$ cat src/rtl/capture_sequencer_if.sv
// -----------------------------------------------------------------------------
// capture_sequencer_if
// Bundles the command, cropped-pixel, image-buffer and SPI read-side signals of
// the capture sequencer.
//   slave  : the sequencer itself (consumes commands/pixels, drives buffer side)
//   master : whoever drives commands and pixels and observes the buffer side
// Signals:
//   capture_request_in  1   pulse, start a capture
//   abort_in            1   pulse, abandon any capture
//   frame_valid_in      1   cropped frame valid
//   line_valid_in       1   cropped line valid
//   pixel_data_in       8   RGB332 pixel
//   read_request_in     1   pulse, consume one captured byte
//   buffer_write_*      1/16/8  image buffer write port
//   buffer_read_address_out 16  read pointer into the image buffer
//   bytes_remaining_out 16  captured bytes not yet read (READY only)
//   capture_busy_out    1   ARMED or CAPTURING
//   capture_done_out    1   READY
//   error_out           2   0 none, 1 arm timeout, 2 short frame, 3 long frame
// -----------------------------------------------------------------------------
interface capture_sequencer_if;
    logic        capture_request_in;
    logic        abort_in;
    logic        frame_valid_in;
    logic        line_valid_in;
    logic [7:0]  pixel_data_in;
    logic        read_request_in;
    logic        buffer_write_enable_out;
    logic [15:0] buffer_write_address_out;
    logic [7:0]  buffer_write_data_out;
    logic [15:0] buffer_read_address_out;
    logic [15:0] bytes_remaining_out;
    logic        capture_busy_out;
    logic        capture_done_out;
    logic [1:0]  error_out;

    modport slave (
        input  capture_request_in, abort_in, frame_valid_in, line_valid_in,
               pixel_data_in, read_request_in,
        output buffer_write_enable_out, buffer_write_address_out,
               buffer_write_data_out, buffer_read_address_out,
               bytes_remaining_out, capture_busy_out, capture_done_out, error_out
    );

    modport master (
        output capture_request_in, abort_in, frame_valid_in, line_valid_in,
               pixel_data_in, read_request_in,
        input  buffer_write_enable_out, buffer_write_address_out,
               buffer_write_data_out, buffer_read_address_out,
               bytes_remaining_out, capture_busy_out, capture_done_out, error_out
    );
endinterface

$ cat src/rtl/capture_sequencer.sv
// -----------------------------------------------------------------------------
// capture_sequencer
// One-shot frame capture into the camera image buffer. Arms on a capture
// request, waits for a clean rising edge of frame valid, writes exactly one
// frame of pixels (registered, 1-cycle latency) and then exposes a read
// pointer plus bytes-remaining count to the SPI side.
// Ports:
//   clock_in  pixel clock, all logic on the rising edge
//   reset_in  synchronous active-high reset
//   bus       capture_sequencer_if.slave (commands, pixels, buffer, status)
// -----------------------------------------------------------------------------
module capture_sequencer #(
    parameter int unsigned CAPTURE_X_RESOLUTION = 200,
    parameter int unsigned CAPTURE_Y_RESOLUTION = 200,
    parameter int unsigned ARM_TIMEOUT_CYCLES   = 2000000
) (
    input  logic                  clock_in,
    input  logic                  reset_in,
    capture_sequencer_if.slave    bus
);
    localparam int unsigned CAPTURE_SIZE = CAPTURE_X_RESOLUTION * CAPTURE_Y_RESOLUTION;
    localparam int unsigned TW = (ARM_TIMEOUT_CYCLES > 1) ? $clog2(ARM_TIMEOUT_CYCLES) : 1;
    localparam logic [TW-1:0] TIMEOUT_LAST = TW'(ARM_TIMEOUT_CYCLES - 1);
    localparam logic [15:0]   SIZE16       = 16'(CAPTURE_SIZE);

    if (CAPTURE_SIZE > 65535 || CAPTURE_SIZE == 0) begin : g_bad_size
        $error("capture_sequencer: CAPTURE_X_RESOLUTION*CAPTURE_Y_RESOLUTION must be 1..65535");
    end
    if (ARM_TIMEOUT_CYCLES < 1) begin : g_bad_timeout
        $error("capture_sequencer: ARM_TIMEOUT_CYCLES must be at least 1");
    end

    typedef enum logic [1:0] {S_IDLE, S_ARMED, S_CAPTURING, S_READY} state_t;

    state_t          state_q, state_d;
    logic            frame_valid_q;
    logic [15:0]     write_count_q, write_count_d;
    logic [15:0]     read_pointer_q, read_pointer_d;
    logic [TW-1:0]   timeout_q, timeout_d;
    logic            long_q, long_d;
    logic [1:0]      error_q, error_d;
    logic            write_enable_q, write_enable_d;
    logic [15:0]     write_address_q, write_address_d;
    logic [7:0]      write_data_q, write_data_d;

    logic            frame_rise;
    logic            frame_fall;
    logic            pixel_valid;
    logic [15:0]     remaining;

    assign frame_rise  = bus.frame_valid_in & ~frame_valid_q;
    assign frame_fall  = ~bus.frame_valid_in & frame_valid_q;
    assign pixel_valid = bus.frame_valid_in & bus.line_valid_in;
    assign remaining   = write_count_q - read_pointer_q;

    always_comb begin
        state_d         = state_q;
        write_count_d   = write_count_q;
        read_pointer_d  = read_pointer_q;
        timeout_d       = timeout_q;
        long_d          = long_q;
        error_d         = error_q;
        write_enable_d  = 1'b0;
        write_address_d = write_address_q;
        write_data_d    = write_data_q;

        case (state_q)
            S_IDLE: begin
                if (bus.capture_request_in) begin
                    state_d        = S_ARMED;
                    write_count_d  = '0;
                    read_pointer_d = '0;
                    timeout_d      = '0;
                    long_d         = 1'b0;
                    error_d        = 2'd0;
                end
            end
            S_ARMED: begin
                // Only a fresh rising edge starts a capture, so a frame that
                // was already running when we armed is skipped entirely.
                if (frame_rise) begin
                    state_d = S_CAPTURING;
                end else if (timeout_q == TIMEOUT_LAST) begin
                    state_d   = S_IDLE;
                    timeout_d = '0;
                    error_d   = 2'd1;
                end else begin
                    timeout_d = timeout_q + 1'b1;
                end
            end
            S_CAPTURING: begin
                if (frame_fall) begin
                    state_d = S_READY;
                    if (long_q)
                        error_d = 2'd3;
                    else if (write_count_q < SIZE16)
                        error_d = 2'd2;
                    else
                        error_d = 2'd0;
                end else if (pixel_valid) begin
                    if (write_count_q < SIZE16) begin
                        write_enable_d  = 1'b1;
                        write_address_d = write_count_q;
                        write_data_d    = bus.pixel_data_in;
                        write_count_d   = write_count_q + 16'd1;
                    end else begin
                        long_d = 1'b1;
                    end
                end
            end
            S_READY: begin
                if (bus.capture_request_in) begin
                    state_d        = S_ARMED;
                    write_count_d  = '0;
                    read_pointer_d = '0;
                    timeout_d      = '0;
                    long_d         = 1'b0;
                    error_d        = 2'd0;
                end else if (bus.read_request_in && remaining != 16'd0) begin
                    read_pointer_d = read_pointer_q + 16'd1;
                end
            end
            default: state_d = S_IDLE;
        endcase

        // Abort overrides everything above, including a same-cycle capture
        // request; the error code is deliberately left as it was.
        if (bus.abort_in) begin
            state_d        = S_IDLE;
            write_enable_d = 1'b0;
            write_count_d  = '0;
            read_pointer_d = '0;
            timeout_d      = '0;
            long_d         = 1'b0;
            error_d        = error_q;
        end
    end

    always_ff @(posedge clock_in) begin
        if (reset_in) begin
            state_q         <= S_IDLE;
            frame_valid_q   <= 1'b0;
            write_count_q   <= '0;
            read_pointer_q  <= '0;
            timeout_q       <= '0;
            long_q          <= 1'b0;
            error_q         <= 2'd0;
            write_enable_q  <= 1'b0;
            write_address_q <= '0;
            write_data_q    <= '0;
        end else begin
            state_q         <= state_d;
            frame_valid_q   <= bus.frame_valid_in;
            write_count_q   <= write_count_d;
            read_pointer_q  <= read_pointer_d;
            timeout_q       <= timeout_d;
            long_q          <= long_d;
            error_q         <= error_d;
            write_enable_q  <= write_enable_d;
            write_address_q <= write_address_d;
            write_data_q    <= write_data_d;
        end
    end

    assign bus.buffer_write_enable_out  = write_enable_q;
    assign bus.buffer_write_address_out = write_address_q;
    assign bus.buffer_write_data_out    = write_data_q;
    assign bus.buffer_read_address_out  = read_pointer_q;
    // A partially captured frame is never advertised to the SPI side.
    assign bus.bytes_remaining_out      = (state_q == S_READY) ? remaining : 16'd0;
    assign bus.capture_busy_out         = (state_q == S_ARMED) || (state_q == S_CAPTURING);
    assign bus.capture_done_out         = (state_q == S_READY);
    assign bus.error_out                = error_q;
endmodule

$ cat src/flat_wrapper.sv
// flat-port wrapper written by rule: the top's interface ports become plain ports
module capture_sequencer_flat 
#(
    parameter int unsigned CAPTURE_X_RESOLUTION = 200,
    parameter int unsigned CAPTURE_Y_RESOLUTION = 200,
    parameter int unsigned ARM_TIMEOUT_CYCLES   = 2000000
)
  (clock_in, reset_in, bus_capture_request_in, bus_abort_in, bus_frame_valid_in, bus_line_valid_in, bus_pixel_data_in, bus_read_request_in, bus_buffer_write_enable_out, bus_buffer_write_address_out, bus_buffer_write_data_out, bus_buffer_read_address_out, bus_bytes_remaining_out, bus_capture_busy_out, bus_capture_done_out, bus_error_out);
  capture_sequencer_if bus_i ();
  input  logic clock_in;
  input  logic reset_in;
  input wire logic [$bits(bus_i.capture_request_in)-1:0] bus_capture_request_in;
  input wire logic [$bits(bus_i.abort_in)-1:0] bus_abort_in;
  input wire logic [$bits(bus_i.frame_valid_in)-1:0] bus_frame_valid_in;
  input wire logic [$bits(bus_i.line_valid_in)-1:0] bus_line_valid_in;
  input wire logic [$bits(bus_i.pixel_data_in)-1:0] bus_pixel_data_in;
  input wire logic [$bits(bus_i.read_request_in)-1:0] bus_read_request_in;
  output wire logic [$bits(bus_i.buffer_write_enable_out)-1:0] bus_buffer_write_enable_out;
  output wire logic [$bits(bus_i.buffer_write_address_out)-1:0] bus_buffer_write_address_out;
  output wire logic [$bits(bus_i.buffer_write_data_out)-1:0] bus_buffer_write_data_out;
  output wire logic [$bits(bus_i.buffer_read_address_out)-1:0] bus_buffer_read_address_out;
  output wire logic [$bits(bus_i.bytes_remaining_out)-1:0] bus_bytes_remaining_out;
  output wire logic [$bits(bus_i.capture_busy_out)-1:0] bus_capture_busy_out;
  output wire logic [$bits(bus_i.capture_done_out)-1:0] bus_capture_done_out;
  output wire logic [$bits(bus_i.error_out)-1:0] bus_error_out;
  assign bus_i.capture_request_in = bus_capture_request_in;
  assign bus_i.abort_in = bus_abort_in;
  assign bus_i.frame_valid_in = bus_frame_valid_in;
  assign bus_i.line_valid_in = bus_line_valid_in;
  assign bus_i.pixel_data_in = bus_pixel_data_in;
  assign bus_i.read_request_in = bus_read_request_in;
  assign bus_buffer_write_enable_out = bus_i.buffer_write_enable_out;
  assign bus_buffer_write_address_out = bus_i.buffer_write_address_out;
  assign bus_buffer_write_data_out = bus_i.buffer_write_data_out;
  assign bus_buffer_read_address_out = bus_i.buffer_read_address_out;
  assign bus_bytes_remaining_out = bus_i.bytes_remaining_out;
  assign bus_capture_busy_out = bus_i.capture_busy_out;
  assign bus_capture_done_out = bus_i.capture_done_out;
  assign bus_error_out = bus_i.error_out;
  capture_sequencer #(.CAPTURE_X_RESOLUTION(CAPTURE_X_RESOLUTION), .CAPTURE_Y_RESOLUTION(CAPTURE_Y_RESOLUTION), .ARM_TIMEOUT_CYCLES(ARM_TIMEOUT_CYCLES)) u_core (.clock_in(clock_in), .reset_in(reset_in), .bus(bus_i));
endmodule
$ cat config.mk
export PLATFORM = sky130hd
export DESIGN_NAME = capture_sequencer_flat
export DESIGN_NICKNAME = d
export VERILOG_FILES = /design/src/rtl/capture_sequencer_if.sv /design/src/rtl/capture_sequencer.sv /design/src/flat_wrapper.sv
export SDC_FILE = /design/constraint.sdc
export NUM_CORES = 1
export LEC_CHECK = 0
export CORE_MARGIN = 3
export CORE_UTILIZATION = 59
export CTS_CLUSTER_SIZE = 14
export DETAILED_ROUTE_END_ITERATION = 10
export GPL_TIMING_DRIVEN = 1
export PLACE_DENSITY_LB_ADDON = 0.15
export REMOVE_ABC_BUFFERS = 1
export SYNTH_ARGS = -nofsm -noshare
export SYNTH_HDL_FRONTEND = slang
export SYNTH_SLANG_ARGS = --single-unit
export TNS_END_PERCENT = 50
$ cat constraint.sdc
create_clock -name clock_in -period 7.5 [get_ports clock_in]
set_input_delay 1.875 -clock clock_in [delete_from_list [all_inputs] [get_ports clock_in]]
set_output_delay 1.875 -clock clock_in [all_outputs]
set_load 0.005 [all_outputs]
==> out/metrics.json, run 1 <==
{
  "status": "complete, no violations",
  "proportion_of_synthesized_chip_area_in_sequential_cells": 0.347,
  "cts-root-buf": "sky130_fd_sc_hd__clkbuf_8",
  "die_x_um": 96.6,
  "fin_crit_sh": 0.728,
  "grt_pass1_vias": 4589,
  "grt_setup_unrepaired": "false",
  "cts_hold_buffers": 0,
  "detailedRoute.firstPassIterationCount": 5,
  "clkTransAtPathRegs_ps": 80,
  "route.antenna.remaining_nets": 0,
  "drive_above_1_share": 0.0403,
  "synth.lib_cells_used.distinct": 54,
  "number_of_buffers_added_for_setup_after_cts": 0,
  "design.die.area_sq_mm": 0.00934,
  "nFillCells": 641,
  "wire_per_inst_um": 15.9,
  "finalNetCount": 728,
  "antenna_cells": 0,
  "grt_antenna_before_repair": 0,
  "fmaxAchievable_mhz": 183,
  "setup_tns_ps": 0,
  "syn_area_sq_mm": 0.00485,
  "route.vias.total": 4812,
  "clock_skew_ps": 10.2,
  "h-tree-depth": 3,
  "end_kind": "output port",
  "critical_path.max_fanout": 7,
  "synthesis.instances": 626,
  "floorplan.initialDensity": 0.618,
  "maxSlewViolCount": 0,
  "leakagePower_nw": 2.00,
  "via_per_inst": 6.05,
  "data_required_time_of_the_critical_path_ps": 5620,
  "place_area_sq_mm": 0.00562,
  "crit_type": "reg2out",
  "post-route-util": 0.744,
  "synth_enable_flop_cells": 0,
  "finalHoldViolations": 0,
  "syn_avg_cell_area_sq_um": 7.74,
  "tritoncts": "yes",
  "post_cts.resized_instances": 0,
  "grt-ovfl-total": 0,
  "io_pins": 76,
  "drt_iter0_drc": 262,
  "area_delta_synth_final_pct": 20.5,
  "final_period_minus_worst_setup_slack_ps": 5460,
  "grt_usage": 0.270,
  "tightestPinTransition_ps": 1110,
  "grt_max_degree": 33,
  "report.final.setup_viol": 0,
  "power_per_cell_area_mw_per_mm2": 155,
  "critical_path.startpoint_type": "register",
  "clkSinkCount": 84,
  "clk-insertion-delay-late_ps": 370,
  "ys.flop_type": "sky130_fd_sc_hd__dfxtp_1",
  "postSynthRegisterBits": 84,
  "place.gp.congestion": 0.878,
  "vdd_drop_max_mv": 0.107,
  "post-dp-hpwl_um": 9190,
  "worst_ep_arrival_time_ps": 3580,
  "relSlewSlack": 0.254,
  "die_h_um": 96.6,
  "postSynth.asyncResetShare": 0,
  "cts_buffers": 9,
  "synth.yosys.warnings": 0,
  "worst_hold_path_type": "reg2reg",
  "final_area_sq_mm": 0.00584,
  "route.final.wire_length_um": 12700,
  "maxCapViolCount": 0,
  "remaining_drc_errors": 0,
  "core_area_sq_mm": 0.00785,
  "floorplan.rows": 32,
  "buffer_levels_on_the_longest_clock_path": 2,
  "grt_pass1_wl_um": 21400,
  "io_buffers": 75
}
[logic make-up (layout without fill, tap and decap cells)]
group	after synthesis	count (layout)	share of synthesized area
buffers and inverters	55	123	0.0493
AND/OR/NAND/NOR	283	283	0.280
AO/OA/AOI/OAI	141	141	0.190
adder cells (fa/ha/maj)	24	24	0.0635
multiplexers	2	2	0.00413
flip-flops	84	84	0.347
XOR/XNOR	37	37	0.0669
[cell type report]
class / count / area (sq um) / share of cell area
clock buffers: 11 / 141 / 0.0242
repair buffers: 78 / 773 / 0.132
inverters: 29 / 109 / 0.0186
clock inverters: 5 / 82.6 / 0.0141
well taps: 102 / 128 / 0.0219
flip-flops and latches: 84 / 1680 / 0.288
multi-input cells: 487 / 2930 / 0.501
[report_power, final]
group	switching (W)	total (W)	internal, W
Sequential	0.00000305	0.000452	0.000449
Clock	0.000169	0.000367	0.000198
Combinational	0.0000557	0.0000843	0.0000286
Total	0.000228	0.000904	0.000676
[final timing paths]
kind,slack [ps],start,cells after the start,endpoint
setup reg to reg,3770,u_core.bus.buffer_read_address_out[0],13,u_core.bus.buffer_read_address_out[11]
hold / removal,460,u_core.bus.buffer_write_data_out[0],2,u_core.bus.buffer_write_data_out[0]
hold reg to reg,460,u_core.bus.buffer_write_data_out[0],2,u_core.bus.buffer_write_data_out[0]
setup / recovery,2040,u_core.bus.buffer_read_address_out[0],11,bus_bytes_remaining_out[14]
[Yosys cell counts, types with 3 or more instances]
cell                          n  area, sq um
sky130_fd_sc_hd__clkbuf_1    22         82.6
sky130_fd_sc_hd__nand2b_1     4         25.0
sky130_fd_sc_hd__or2_2        4         25.0
sky130_fd_sc_hd__inv_1       29          109
sky130_fd_sc_hd__nor2_1      58          218
sky130_fd_sc_hd__xor2_1      23          201
sky130_fd_sc_hd__a21o_1       4         30.0
sky130_fd_sc_hd__dfxtp_1     84         1680
sky130_fd_sc_hd__nor4_1       3         18.8
sky130_fd_sc_hd__or3_1        9         56.3
sky130_fd_sc_hd__a31oi_1     14         87.6
sky130_fd_sc_hd__o211ai_1    13         97.6
sky130_fd_sc_hd__or4_1       16          120
sky130_fd_sc_hd__ha_1        23          288
sky130_fd_sc_hd__a22oi_1      3         22.5
sky130_fd_sc_hd__o21ai_0     16         80.1
sky130_fd_sc_hd__a21oi_1     53          265
sky130_fd_sc_hd__o21a_1       3         22.5
sky130_fd_sc_hd__nor3_1      11         55.1
sky130_fd_sc_hd__o31ai_1      3         22.5
sky130_fd_sc_hd__and2_1      14         87.6
sky130_fd_sc_hd__nand2_1    103          387
sky130_fd_sc_hd__nand4_1      9         56.3
sky130_fd_sc_hd__nand3_1     32          160
sky130_fd_sc_hd__o21ai_1      4         20.0
sky130_fd_sc_hd__a311oi_1     3         26.3
sky130_fd_sc_hd__o2111ai_1    4         35.0
sky130_fd_sc_hd__a211oi_1     5         37.5
sky130_fd_sc_hd__xnor2_1     14          123
sky130_fd_sc_hd__and3_1       6         37.5
sky130_fd_sc_hd__nor2b_1      8         50.1
[sequential cells by signal, indices dropped and copies added, names as in the netlist]
| name | flops |
|---|---|
| u_core.timeout_q | 21 |
| u_core.bus.buffer_read_address_out | 16 |
| u_core.bus.buffer_write_address_out | 16 |
| u_core.write_count_q | 16 |
| u_core.bus.buffer_write_data_out | 8 |
| u_core.bus.error_out | 2 |
| u_core.state_q | 2 |
| u_core.bus.buffer_write_enable_out | 1 |
| u_core.frame_valid_q | 1 |
| u_core.long_q | 1 |
[per-stage QoR]
step                instances  hold slack [ps]  setup slack, ps  power [W]
floorplan                 600              442             3200   0.000511
global placement          780              442             2570   0.000543
detailed placement        780              446             2460   0.000545
CTS                       796              458             2040   0.000905
global route              796              479             1800   0.000935
finish                    796              458             2040   0.000904
[routing by layer]
metal / share of wire / track usage / up-vias
met5: 0 / 0 / -
met4: 0.022 / 0.104 / 0
met3: 0.041 / 0.0433 / 26
met2: 0.52 / 0.493 / 141
met1: 0.41 / 0.316 / 2299
li1: - / - / 2346
[worst max-delay path, stage by stage, from the launching register on]
cell	delay, ps
sky130_fd_sc_hd__dfxtp_1	460
sky130_fd_sc_hd__ha_1	190
sky130_fd_sc_hd__inv_1	50
sky130_fd_sc_hd__fa_1	400
sky130_fd_sc_hd__a211oi_1	360
sky130_fd_sc_hd__o21ai_1	170
sky130_fd_sc_hd__a311oi_1	430
sky130_fd_sc_hd__o21ai_1	100
sky130_fd_sc_hd__a21oi_1	180
sky130_fd_sc_hd__xnor2_1	210
sky130_fd_sc_hd__and2_1	170
sky130_fd_sc_hd__clkdlybuf4s50_1	490
[cell usage in the layout (no fill, tap or decap), types with 4 or more instances in the layout]
| master | synthesis | final |
|---|---|---|
| sky130_fd_sc_hd__nand2_1 | 103 | 103 |
| sky130_fd_sc_hd__dfxtp_1 | 84 | 84 |
| sky130_fd_sc_hd__clkdlybuf4s50_1 | 0 | 75 |
| sky130_fd_sc_hd__nor2_1 | 58 | 58 |
| sky130_fd_sc_hd__a21oi_1 | 53 | 53 |
| sky130_fd_sc_hd__nand3_1 | 32 | 32 |
| sky130_fd_sc_hd__inv_1 | 29 | 29 |
| sky130_fd_sc_hd__xor2_1 | 23 | 23 |
| sky130_fd_sc_hd__ha_1 | 23 | 23 |
| sky130_fd_sc_hd__o21ai_0 | 16 | 16 |
| sky130_fd_sc_hd__or4_1 | 16 | 16 |
| sky130_fd_sc_hd__xnor2_1 | 14 | 14 |
| sky130_fd_sc_hd__and2_1 | 14 | 14 |
| sky130_fd_sc_hd__a31oi_1 | 14 | 14 |
| sky130_fd_sc_hd__o211ai_1 | 13 | 13 |
| sky130_fd_sc_hd__nor3_1 | 11 | 11 |
| sky130_fd_sc_hd__clkbuf_8 | 0 | 10 |
| sky130_fd_sc_hd__nand4_1 | 9 | 9 |
| sky130_fd_sc_hd__or3_1 | 9 | 9 |
| sky130_fd_sc_hd__nor2b_1 | 8 | 8 |
| sky130_fd_sc_hd__and3_1 | 6 | 6 |
| sky130_fd_sc_hd__a211oi_1 | 5 | 5 |
| sky130_fd_sc_hd__nand2b_1 | 4 | 4 |
| sky130_fd_sc_hd__a21o_1 | 4 | 4 |
| sky130_fd_sc_hd__o2111ai_1 | 4 | 4 |
| sky130_fd_sc_hd__o21ai_1 | 4 | 4 |
| sky130_fd_sc_hd__or2_2 | 4 | 4 |
No activity file was read; power rests on OpenSTA's default activity.
==> run 2: changes to the inputs <==
Settings changed: CORE_UTILIZATION 59 to 49.
Clock period 7.5 ns to 4.7 ns, I/O delays scaled along.
==> run 2 against run 1 <==
  * Routed wire length is 3.5% lower
  * Critical path type unchanged
  * Flip-flop and latch count stayed put
  * Sequential share of layout area is 0.31 points lower
  * Via count is 2.7% lower
  * Largest power group unchanged
  * Global-route usage is 5.3 points lower
  * Design area is 1.2% higher
  * Utilization is 12 points lower
  * Hold slack hardly changed
  * Register-to-register slack worse by 2600 ps
==> out/metrics.json, run 2 (synthesis gave the netlist of run 1 again) <==
{
  "status": {"value": "complete, no violations", "change": "unchanged"},
  "route.vias.total": {"value": 4684, "change": "was 4,812"},
  "worst_hold_path_type": {"value": "reg2reg", "change": "unchanged"},
  "floorplan.rows": {"value": 35, "change": "was 32"},
  "finalHoldViolations": {"value": 0, "change": "unchanged"},
  "layout_common_cells": {"value": "103 x sky130_fd_sc_hd__nand2_1, 83 x sky130_fd_sc_hd__dfxtp_1, 75 x sky130_fd_sc_hd__clkdlybuf4s50_1, 58 x sky130_fd_sc_hd__nor2_1, 52 x sky130_fd_sc_hd__a21oi_1", "change": "was 103 x sky130_fd_sc_hd__nand2_1, 84 x sky130_fd_sc_hd__dfxtp_1, 75 x sky130_fd_sc_hd__clkdlybuf4s50_1, 58 x sky130_fd_sc_hd__nor2_1, 53 x sky130_fd_sc_hd__a21oi_1"},
  "total_area_of_sequential_cells": {"value": 0.00168, "unit": "sq mm", "change": "about the same"},
  "timing.hold.worst_path_depth": {"value": 2, "change": "unchanged"},
  "leakagePower": {"value": 2.01, "unit": "nW", "change": "was 2.00 nW"},
  "power_per_cell_area": {"value": 234, "unit": "mW/mm^2", "change": "was 155 mW/mm^2"},
  "net-switching-power": {"value": 0.000372, "unit": "W", "change": "was 0.000228 W"},
  "detailedRoute.firstPassIterationCount": {"value": 6, "change": "was 5"},
  "tightestPinTransition": {"value": 913, "unit": "ps", "change": "was 1110 ps"},
  "cp_slowest_stage_delay": {"value": 500, "unit": "ps", "change": "was 490 ps"},
  "post-route-util": {"value": 0.628, "change": "was 0.744"},
  "power_switching_share": {"value": 0.269, "change": "was 0.252"},
  "worst-r2r-cell-count": {"value": 12, "change": "was 13"},
  "critical_path.max_fanout": {"value": 5, "change": "was 7"},
  "largest_register_ffs": {"value": 21, "change": "unchanged"},
  "die_h": {"value": 105, "unit": "um", "change": "was 96.6 um"},
  "clock_skew": {"value": 16.3, "unit": "ps", "change": "was 10.2 ps"},
  "route.final.wire_length": {"value": 12200, "unit": "um", "change": "was 12,700 um"},
  "grt_pass1_wl": {"value": 20300, "unit": "um", "change": "was 21,400 um"},
  "cts_hold_buffers": {"value": 0, "change": "unchanged"},
  "cp_num_cells": {"value": 12, "change": "was 11"},
  "cp_cell_sequence": {"value": "inv_1, ha_1, inv_1, fa_1, a211oi_2, o21ai_2, a311oi_2, o21ai_1, a21oi_2, xnor2_2, and2_1, clkdlybuf4s50_1", "change": "was ha_1, inv_1, fa_1, a211oi_1, o21ai_1, a311oi_1, o21ai_1, a21oi_1, xnor2_1, and2_1, clkdlybuf4s50_1"},
  "cell_family_contributing_the_most_delay_on_the_critical_path": {"value": "compound AO/OA/AOI/OAI gates", "change": "unchanged"},
  "worst_ep_arrival_time": {"value": 3370, "unit": "ps", "change": "was 3580 ps"},
  "report.final.setup_viol": {"value": 0, "change": "unchanged"},
  "route.antenna.remaining_nets": {"value": 0, "change": "unchanged"},
  "final_period_minus_worst_setup_slack_ps": 4550,
  "via_per_inst": {"value": 5.66, "change": "was 6.05"},
  "floorplan.initialDensity": {"value": 0.515, "change": "was 0.618"},
  "antenna_cells": {"value": 0, "change": "unchanged"},
  "cts-root-buf": {"value": "sky130_fd_sc_hd__clkbuf_8", "change": "unchanged"},
  "clk-insertion-delay-late": {"value": 360, "unit": "ps", "change": "was 370 ps"},
  "area_delta_synth_final": {"value": 21.9, "unit": "%", "change": "was 20.5%"},
  "wp_buf_inv": {"value": 3, "change": "was 2"},
  "fmaxAchievable_mhz": 220,
  "internal": {"value": 0.00101, "unit": "W", "change": "was 0.000676 W"},
  "h-tree-depth": {"value": 3, "change": "unchanged"},
  "critical_path.startpoint_type": {"value": "register", "change": "unchanged"},
  "multiInputGateArea": {"value": 0.00295, "unit": "sq mm", "change": "was 0.00293 sq mm"},
  "die_x": {"value": 105, "unit": "um", "change": "was 96.6 um"},
  "p_clk_frac": {"value": 0.383, "change": "was 0.406"},
  "grt_pass1_vias": {"value": 4428, "change": "was 4,589"},
  "vdd_drop_max": {"value": 0.156, "unit": "mV", "change": "was 0.107 mV"},
  "remaining_drc_errors": {"value": 0, "change": "unchanged"},
  "most_used_cell_cp": {"value": "sky130_fd_sc_hd__inv_1", "change": "was sky130_fd_sc_hd__o21ai_1"},
  "grt_antenna_before_repair": {"value": 0, "change": "unchanged"},
  "registers.top_by_ff_count": {"value": "u_core.timeout_q", "change": "unchanged"},
  "fin_crit_sh": 0.967,
  "place.gp.congestion": {"value": 0.910, "change": "was 0.878"},
  "layout_commonest_cell": {"value": "sky130_fd_sc_hd__nand2_1", "change": "unchanged"},
  "setup_tns": {"value": 0, "unit": "ps", "change": "unchanged"},
  "core_area": {"value": 0.00942, "unit": "sq mm", "change": "was 0.00785 sq mm"},
  "finalNetCount": {"value": 733, "change": "was 728"},
  "data_required_time_of_the_critical_path": {"value": 3520, "unit": "ps", "change": "was 5620 ps"},
  "grt-ovfl-total": {"value": 0, "change": "unchanged"},
  "relSlewSlack": {"value": 0.391, "change": "was 0.254"},
  "post-dp-hpwl": {"value": 9110, "unit": "um", "change": "was 9190 um"},
  "end_kind": {"value": "output port", "change": "unchanged"},
  "grt_usage": {"value": 0.218, "change": "was 0.270"},
  "maxCapViolCount": {"value": 0, "change": "unchanged"},
  "grt_max_degree": {"value": 33, "change": "unchanged"},
  "crit_type": {"value": "reg2out", "change": "unchanged"},
  "sequentialPowerShare": {"value": 0.522, "change": "was 0.501"},
  "tritoncts": {"value": "yes", "change": "unchanged"},
  "design.die.area": {"value": 0.0111, "unit": "sq mm", "change": "was 0.00934 sq mm"},
  "io_pins": {"value": 76, "change": "unchanged"},
  "buffer_levels_on_the_longest_clock_path": {"value": 2, "change": "unchanged"},
  "io_buffers": {"value": 75, "change": "unchanged"},
  "clkTransAtPathRegs": {"value": 90, "unit": "ps", "change": "was 80 ps"},
  "p_comb_frac": {"value": 0.095, "change": "was 0.093"},
  "nFillCells": {"value": 847, "change": "was 641"},
  "drt_iter0_drc": {"value": 175, "change": "was 262"},
  "cts_buffers": {"value": 9, "change": "unchanged"},
  "wire_per_inst": {"value": 14.7, "unit": "um", "change": "was 15.9 um"},
  "critical-path-slowest-cell": {"value": "sky130_fd_sc_hd__clkdlybuf4s50_1", "change": "unchanged"},
  "drive_above_1_share": {"value": 0.0544, "change": "was 0.0403"},
  "maxSlewViolCount": {"value": 0, "change": "unchanged"},
  "clkSinkCount": {"value": 84, "change": "unchanged"}
}
run 2: worst reg2reg max path, delay by kind of cell (launching register included):
family | cells | cell delay (ps)
flip-flops | 1 | 440
buffers and inverters | 2 | 420
AO/OA/AOI/OAI | 6 | 1530
adder cells (fa/ha/maj) | 1 | 400
AND/OR/NAND/NOR | 3 | 690
run 2: worst paths after layout:
| check | from | end | slack [ps] |
|---|---|---|---|
| worst max-delay path | u_core.write_count_q[0] | bus_bytes_remaining_out[14] | 150 |
| worst min-delay path | u_core.bus.buffer_write_address_out[11] | u_core.bus.buffer_write_address_out[11] | 460 |
| worst max register to register | u_core.bus.buffer_read_address_out[9] | u_core.bus.buffer_read_address_out[5] | 1150 |
| worst min register to register | u_core.bus.buffer_write_address_out[11] | u_core.bus.buffer_write_address_out[11] | 460 |
run 2: layer usage:
layer	vias to the layer above	track usage	part of all wire
met5	-	0	0
met3	23	0.0374	0.051
li1	2350	-	-
met2	129	0.384	0.49
met1	2182	0.263	0.43
met4	0	0.0825	0.022
run 2: repair_timing:
action,in CTS,in global routing
setup buffers,0,2
pin swaps,0,2
gates resized for setup,1,5
endpoints found under the setup margin,1,1
run 2: power groups by stage:
stage          clock network [W]  registers, W   logic, W
6_report                0.000530      0.000722   0.000132
5_1_grt                 0.000568      0.000723   0.000147
4_1_cts                 0.000541      0.000722   0.000131
3_5_place_dp                   0      0.000739   0.000130
3_3_place_gp                   0      0.000738   0.000129
2_1_floorplan                  0      0.000738  0.0000779
run 2: cell type report:
cell class | count | area share
Clock inverter | 5 | 0.0104
Sequential cell | 84 | 0.285
Timing Repair Buffer | 83 | 0.137
Multi-Input combinational cell | 487 | 0.500
Inverter | 29 | 0.0184
Clock buffer | 11 | 0.0222
Tap cell | 129 | 0.0273
run 2: metrics by stage:
step           setup WS [ps]  cell area [sq um]  total power [W]  std cells  hold slack [ps]
2_1_floorplan           1100               4720         0.000816        600              442
3_3_place_gp             454               5670         0.000868        810              443
3_5_place_dp             314               5670         0.000869        810              446
4_1_cts                 16.2               5870          0.00139        826              459
5_1_grt                -23.8               5910          0.00144        828              481
6_report                 153               5910          0.00138        828              457
==> run 3: changes to the inputs <==
Settings changed: GPL_TIMING_DRIVEN 1 to 0.
==> run 3 against run 2 <==
  * Clock power grew 7.2%
  * Non-clock buffer count shrank 5
  * Setup slack gained 37 ps
  * First-iteration DRC count rose by 25%
  * Power rose by 2.6%
  * Via count rose by 0.64%
  * Final cell count fell by 0.60%
  * Count of clock-buffer cells in the layout unchanged
  * Largest cell class unchanged
  * Highest routed layer unchanged
==> out/metrics.json, run 3 (synthesis gave the netlist of run 1 again) <==
{
  "clock_skew": {"value": 10.4, "unit": "ps", "change": "was 16.3 ps"},
  "buffer_levels_on_the_longest_clock_path": {"value": 2, "change": "unchanged"},
  "cts_hold_buffers": {"value": 0, "change": "unchanged"},
  "wire_per_inst": {"value": 14.4, "unit": "um", "change": "was 14.7 um"},
  "critical_path.max_fanout": {"value": 5, "change": "unchanged"},
  "io_pins": {"value": 76, "change": "unchanged"},
  "maxCapViolCount": {"value": 0, "change": "unchanged"},
  "p_comb_frac": {"value": 0.092, "change": "was 0.095"},
  "grt_setup_unrepaired": "false",
  "core_area": {"value": 0.00942, "unit": "sq mm", "change": "unchanged"},
  "design.die.area": {"value": 0.0111, "unit": "sq mm", "change": "unchanged"},
  "floorplan.rows": {"value": 35, "change": "unchanged"},
  "route.vias.total": {"value": 4714, "change": "was 4,684"},
  "report.final.setup_viol": {"value": 0, "change": "unchanged"},
  "nFillCells": {"value": 835, "change": "was 847"},
  "post-dp-hpwl": {"value": 8730, "unit": "um", "change": "was 9110 um"},
  "clkTransAtPathRegs": {"value": 80, "unit": "ps", "change": "was 90 ps"},
  "grt_pass1_wl": {"value": 19800, "unit": "um", "change": "was 20,300 um"},
  "finalNetCount": {"value": 728, "change": "was 733"},
  "finalHoldViolations": {"value": 0, "change": "unchanged"},
  "critical_path.startpoint_type": {"value": "register", "change": "unchanged"},
  "clkSinkCount": {"value": 84, "change": "unchanged"},
  "fin_crit_sh": {"value": 0.960, "change": "was 0.967"},
  "h-tree-depth": {"value": 3, "change": "unchanged"},
  "internal": {"value": 0.00105, "unit": "W", "change": "was 0.00101 W"},
  "worst_ep_arrival_time": {"value": 3330, "unit": "ps", "change": "was 3370 ps"},
  "grt-ovfl-total": {"value": 0, "change": "unchanged"},
  "setup_tns": {"value": 0, "unit": "ps", "change": "unchanged"},
  "place.gp.congestion": {"value": 0.883, "change": "was 0.910"},
  "route.final.wire_length": {"value": 11900, "unit": "um", "change": "was 12,200 um"},
  "worst_r2r_endpoint": {"value": "u_core.bus.buffer_read_address_out[5]", "change": "unchanged"},
  "data_required_time_of_the_critical_path": {"value": 3520, "unit": "ps", "change": "about the same"},
  "vdd_drop_max": {"value": 0.172, "unit": "mV", "change": "was 0.156 mV"},
  "timing.hold.worst_endpoint": {"value": "u_core.bus.error_out[1]", "change": "was u_core.bus.buffer_write_address_out[11]"},
  "end_kind": {"value": "output port", "change": "unchanged"},
  "cts_buffers": {"value": 9, "change": "unchanged"},
  "timing.hold.worst_path_depth": {"value": 2, "change": "unchanged"},
  "sequentialPowerShare": {"value": 0.508, "change": "was 0.522"},
  "tightestPinTransition": {"value": 1160, "unit": "ps", "change": "was 913 ps"},
  "largest_register_ffs": {"value": 21, "change": "unchanged"},
  "relSlewSlack": {"value": 0.220, "change": "was 0.391"},
  "die_x": {"value": 105, "unit": "um", "change": "unchanged"},
  "leakagePower": {"value": 2.01, "unit": "nW", "change": "about the same"},
  "status": {"value": "complete, no violations", "change": "unchanged"},
  "grt_usage": {"value": 0.212, "change": "was 0.218"},
  "multiInputGateArea": {"value": 0.00296, "unit": "sq mm", "change": "was 0.00295 sq mm"},
  "worst-r2r-setup-slack": {"value": 900, "unit": "ps", "change": "was 1150 ps"},
  "area_delta_synth_final": {"value": 21.9, "unit": "%", "change": "about the same"},
  "clk-insertion-delay-late": {"value": 360, "unit": "ps", "change": "about the same"},
  "worst-r2r-cell-count": {"value": 12, "change": "unchanged"},
  "crit_type": {"value": "reg2out", "change": "unchanged"},
  "p_clk_frac": {"value": 0.400, "change": "was 0.383"},
  "grt_max_degree": {"value": 33, "change": "unchanged"},
  "grt_pass1_vias": {"value": 4307, "change": "was 4,428"},
  "cts-root-buf": {"value": "sky130_fd_sc_hd__clkbuf_8", "change": "unchanged"},
  "antenna_cells": {"value": 0, "change": "unchanged"},
  "holdCritStartpoint": {"value": "u_core.bus.error_out[1]", "change": "was u_core.bus.buffer_write_address_out[11]"},
  "total_area_of_sequential_cells": {"value": 0.00168, "unit": "sq mm", "change": "unchanged"},
  "remaining_drc_errors": {"value": 0, "change": "unchanged"},
  "net-switching-power": {"value": 0.000374, "unit": "W", "change": "was 0.000372 W"},
  "tritoncts": {"value": "yes", "change": "unchanged"},
  "io_buffers": {"value": 75, "change": "unchanged"},
  "maxSlewViolCount": {"value": 0, "change": "unchanged"},
  "drive_above_1_share": {"value": 0.0519, "change": "was 0.0544"},
  "die_h": {"value": 105, "unit": "um", "change": "unchanged"},
  "via_per_inst": {"value": 5.73, "change": "was 5.66"},
  "route.antenna.remaining_nets": {"value": 0, "change": "unchanged"},
  "final_period_minus_worst_setup_slack": {"value": 4510, "unit": "ps", "change": "was 4550 ps"},
  "registers.top_by_ff_count": {"value": "u_core.timeout_q", "change": "unchanged"},
  "detailedRoute.firstPassIterationCount": {"value": 5, "change": "was 6"},
  "floorplan.initialDensity": {"value": 0.515, "change": "unchanged"},
  "fmaxAchievable": {"value": 222, "unit": "MHz", "change": "was 220 MHz"},
  "layout_common_cells": {"value": "103 x sky130_fd_sc_hd__nand2_1, 83 x sky130_fd_sc_hd__dfxtp_1, 75 x sky130_fd_sc_hd__clkdlybuf4s50_1, 58 x sky130_fd_sc_hd__nor2_1, 52 x sky130_fd_sc_hd__a21oi_1", "change": "unchanged"},
  "power_per_cell_area": {"value": 240, "unit": "mW/mm^2", "change": "was 234 mW/mm^2"},
  "worst_hold_path_type": {"value": "reg2reg", "change": "unchanged"},
  "drt_iter0_drc": {"value": 218, "change": "was 175"},
  "layout_commonest_cell": {"value": "sky130_fd_sc_hd__nand2_1", "change": "unchanged"},
  "power_switching_share": {"value": 0.264, "change": "was 0.269"},
  "grt_antenna_before_repair": {"value": 0, "change": "unchanged"},
  "r2r-start": {"value": "u_core.bus.buffer_read_address_out[9]", "change": "unchanged"},
  "whs": {"value": 452, "unit": "ps", "change": "was 457 ps"}
}
## run 3: area by class of cell
class,instances,share of cell area
timing repair buffer,78,0.132
sequential,84,0.285
clock buffer,11,0.0256
inverter,29,0.0184
multi-input combinational,487,0.500
clock inverter,5,0.0114
tap,129,0.0273
## run 3: worst max-delay path by stage
stage / startpoint / cells past startpoint / endpoint / slack, ps
global route: u_core.write_count_q[0] / 12 / bus_bytes_remaining_out[14] / 10
CTS: u_core.bus.buffer_read_address_out[0] / 11 / bus_bytes_remaining_out[14] / 40
floorplan: u_core.bus.buffer_read_address_out[0] / 10 / bus_bytes_remaining_out[14] / 1100
global placement: u_core.bus.buffer_read_address_out[0] / 11 / bus_bytes_remaining_out[14] / 300
finish: u_core.write_count_q[0] / 12 / bus_bytes_remaining_out[14] / 190
detailed placement: u_core.bus.buffer_read_address_out[0] / 11 / bus_bytes_remaining_out[14] / 230
## run 3: worst max-delay path: stages, from the launching register on
cell,delay (ps)
sky130_fd_sc_hd__dfxtp_1,360
sky130_fd_sc_hd__inv_1,100
sky130_fd_sc_hd__ha_1,140
sky130_fd_sc_hd__inv_1,40
sky130_fd_sc_hd__fa_1,410
sky130_fd_sc_hd__a211oi_2,300
sky130_fd_sc_hd__o21ai_2,130
sky130_fd_sc_hd__a311oi_2,360
sky130_fd_sc_hd__o21ai_1,130
sky130_fd_sc_hd__a21oi_2,200
sky130_fd_sc_hd__xnor2_2,160
sky130_fd_sc_hd__and2_1,150
sky130_fd_sc_hd__clkdlybuf4s50_1,490
## run 3: stage by stage
| step | std cells | instance area [sq um] | util | total power [W] | setup WS, ps |
|---|---|---|---|---|---|
| detailed placement | 805 | 5640 | 0.599 | 0.000866 | 228 |
| global placement | 804 | 5630 | 0.598 | 0.000864 | 303 |
| CTS | 821 | 5870 | 0.623 | 0.00143 | 43.2 |
| global route | 823 | 5910 | 0.628 | 0.00148 | 13.6 |
| floorplan | 600 | 4720 | - | 0.000816 | 1100 |
| finish | 823 | 5910 | 0.628 | 0.00142 | 190 |
## run 3: per-layer routing
layer / vias to the layer above / GRT usage / part of all wire
met2: 115 / 0.366 / 0.50
met1: 2236 / 0.265 / 0.45
met3: 13 / 0.0404 / 0.043
met5: - / 0 / 0
met4: 0 / 0.0665 / 0.013
li1: 2350 / - / -
## run 3: repair_timing
| action | 4_1_cts | 5_1_grt |
|---|---|---|
| buffers inserted | 0 | 1 |
| setup endpoints to repair | 1 | 2 |
| gates resized for setup | 2 | 5 |
| endpoints found under the hold margin | 0 | 0 |
| pin swaps | 0 | 2 |
## run 3: power groups by stage
| stage | logic [W] | clock network (W) | registers (W) |
|---|---|---|---|
| after floorplan | 0.0000779 | 0 | 0.000738 |
| after global placement | 0.000125 | 0 | 0.000738 |
| after detailed placement | 0.000127 | 0 | 0.000739 |
| after CTS | 0.000128 | 0.000581 | 0.000722 |
| after global routing | 0.000144 | 0.000610 | 0.000723 |
| final | 0.000130 | 0.000568 | 0.000722 |
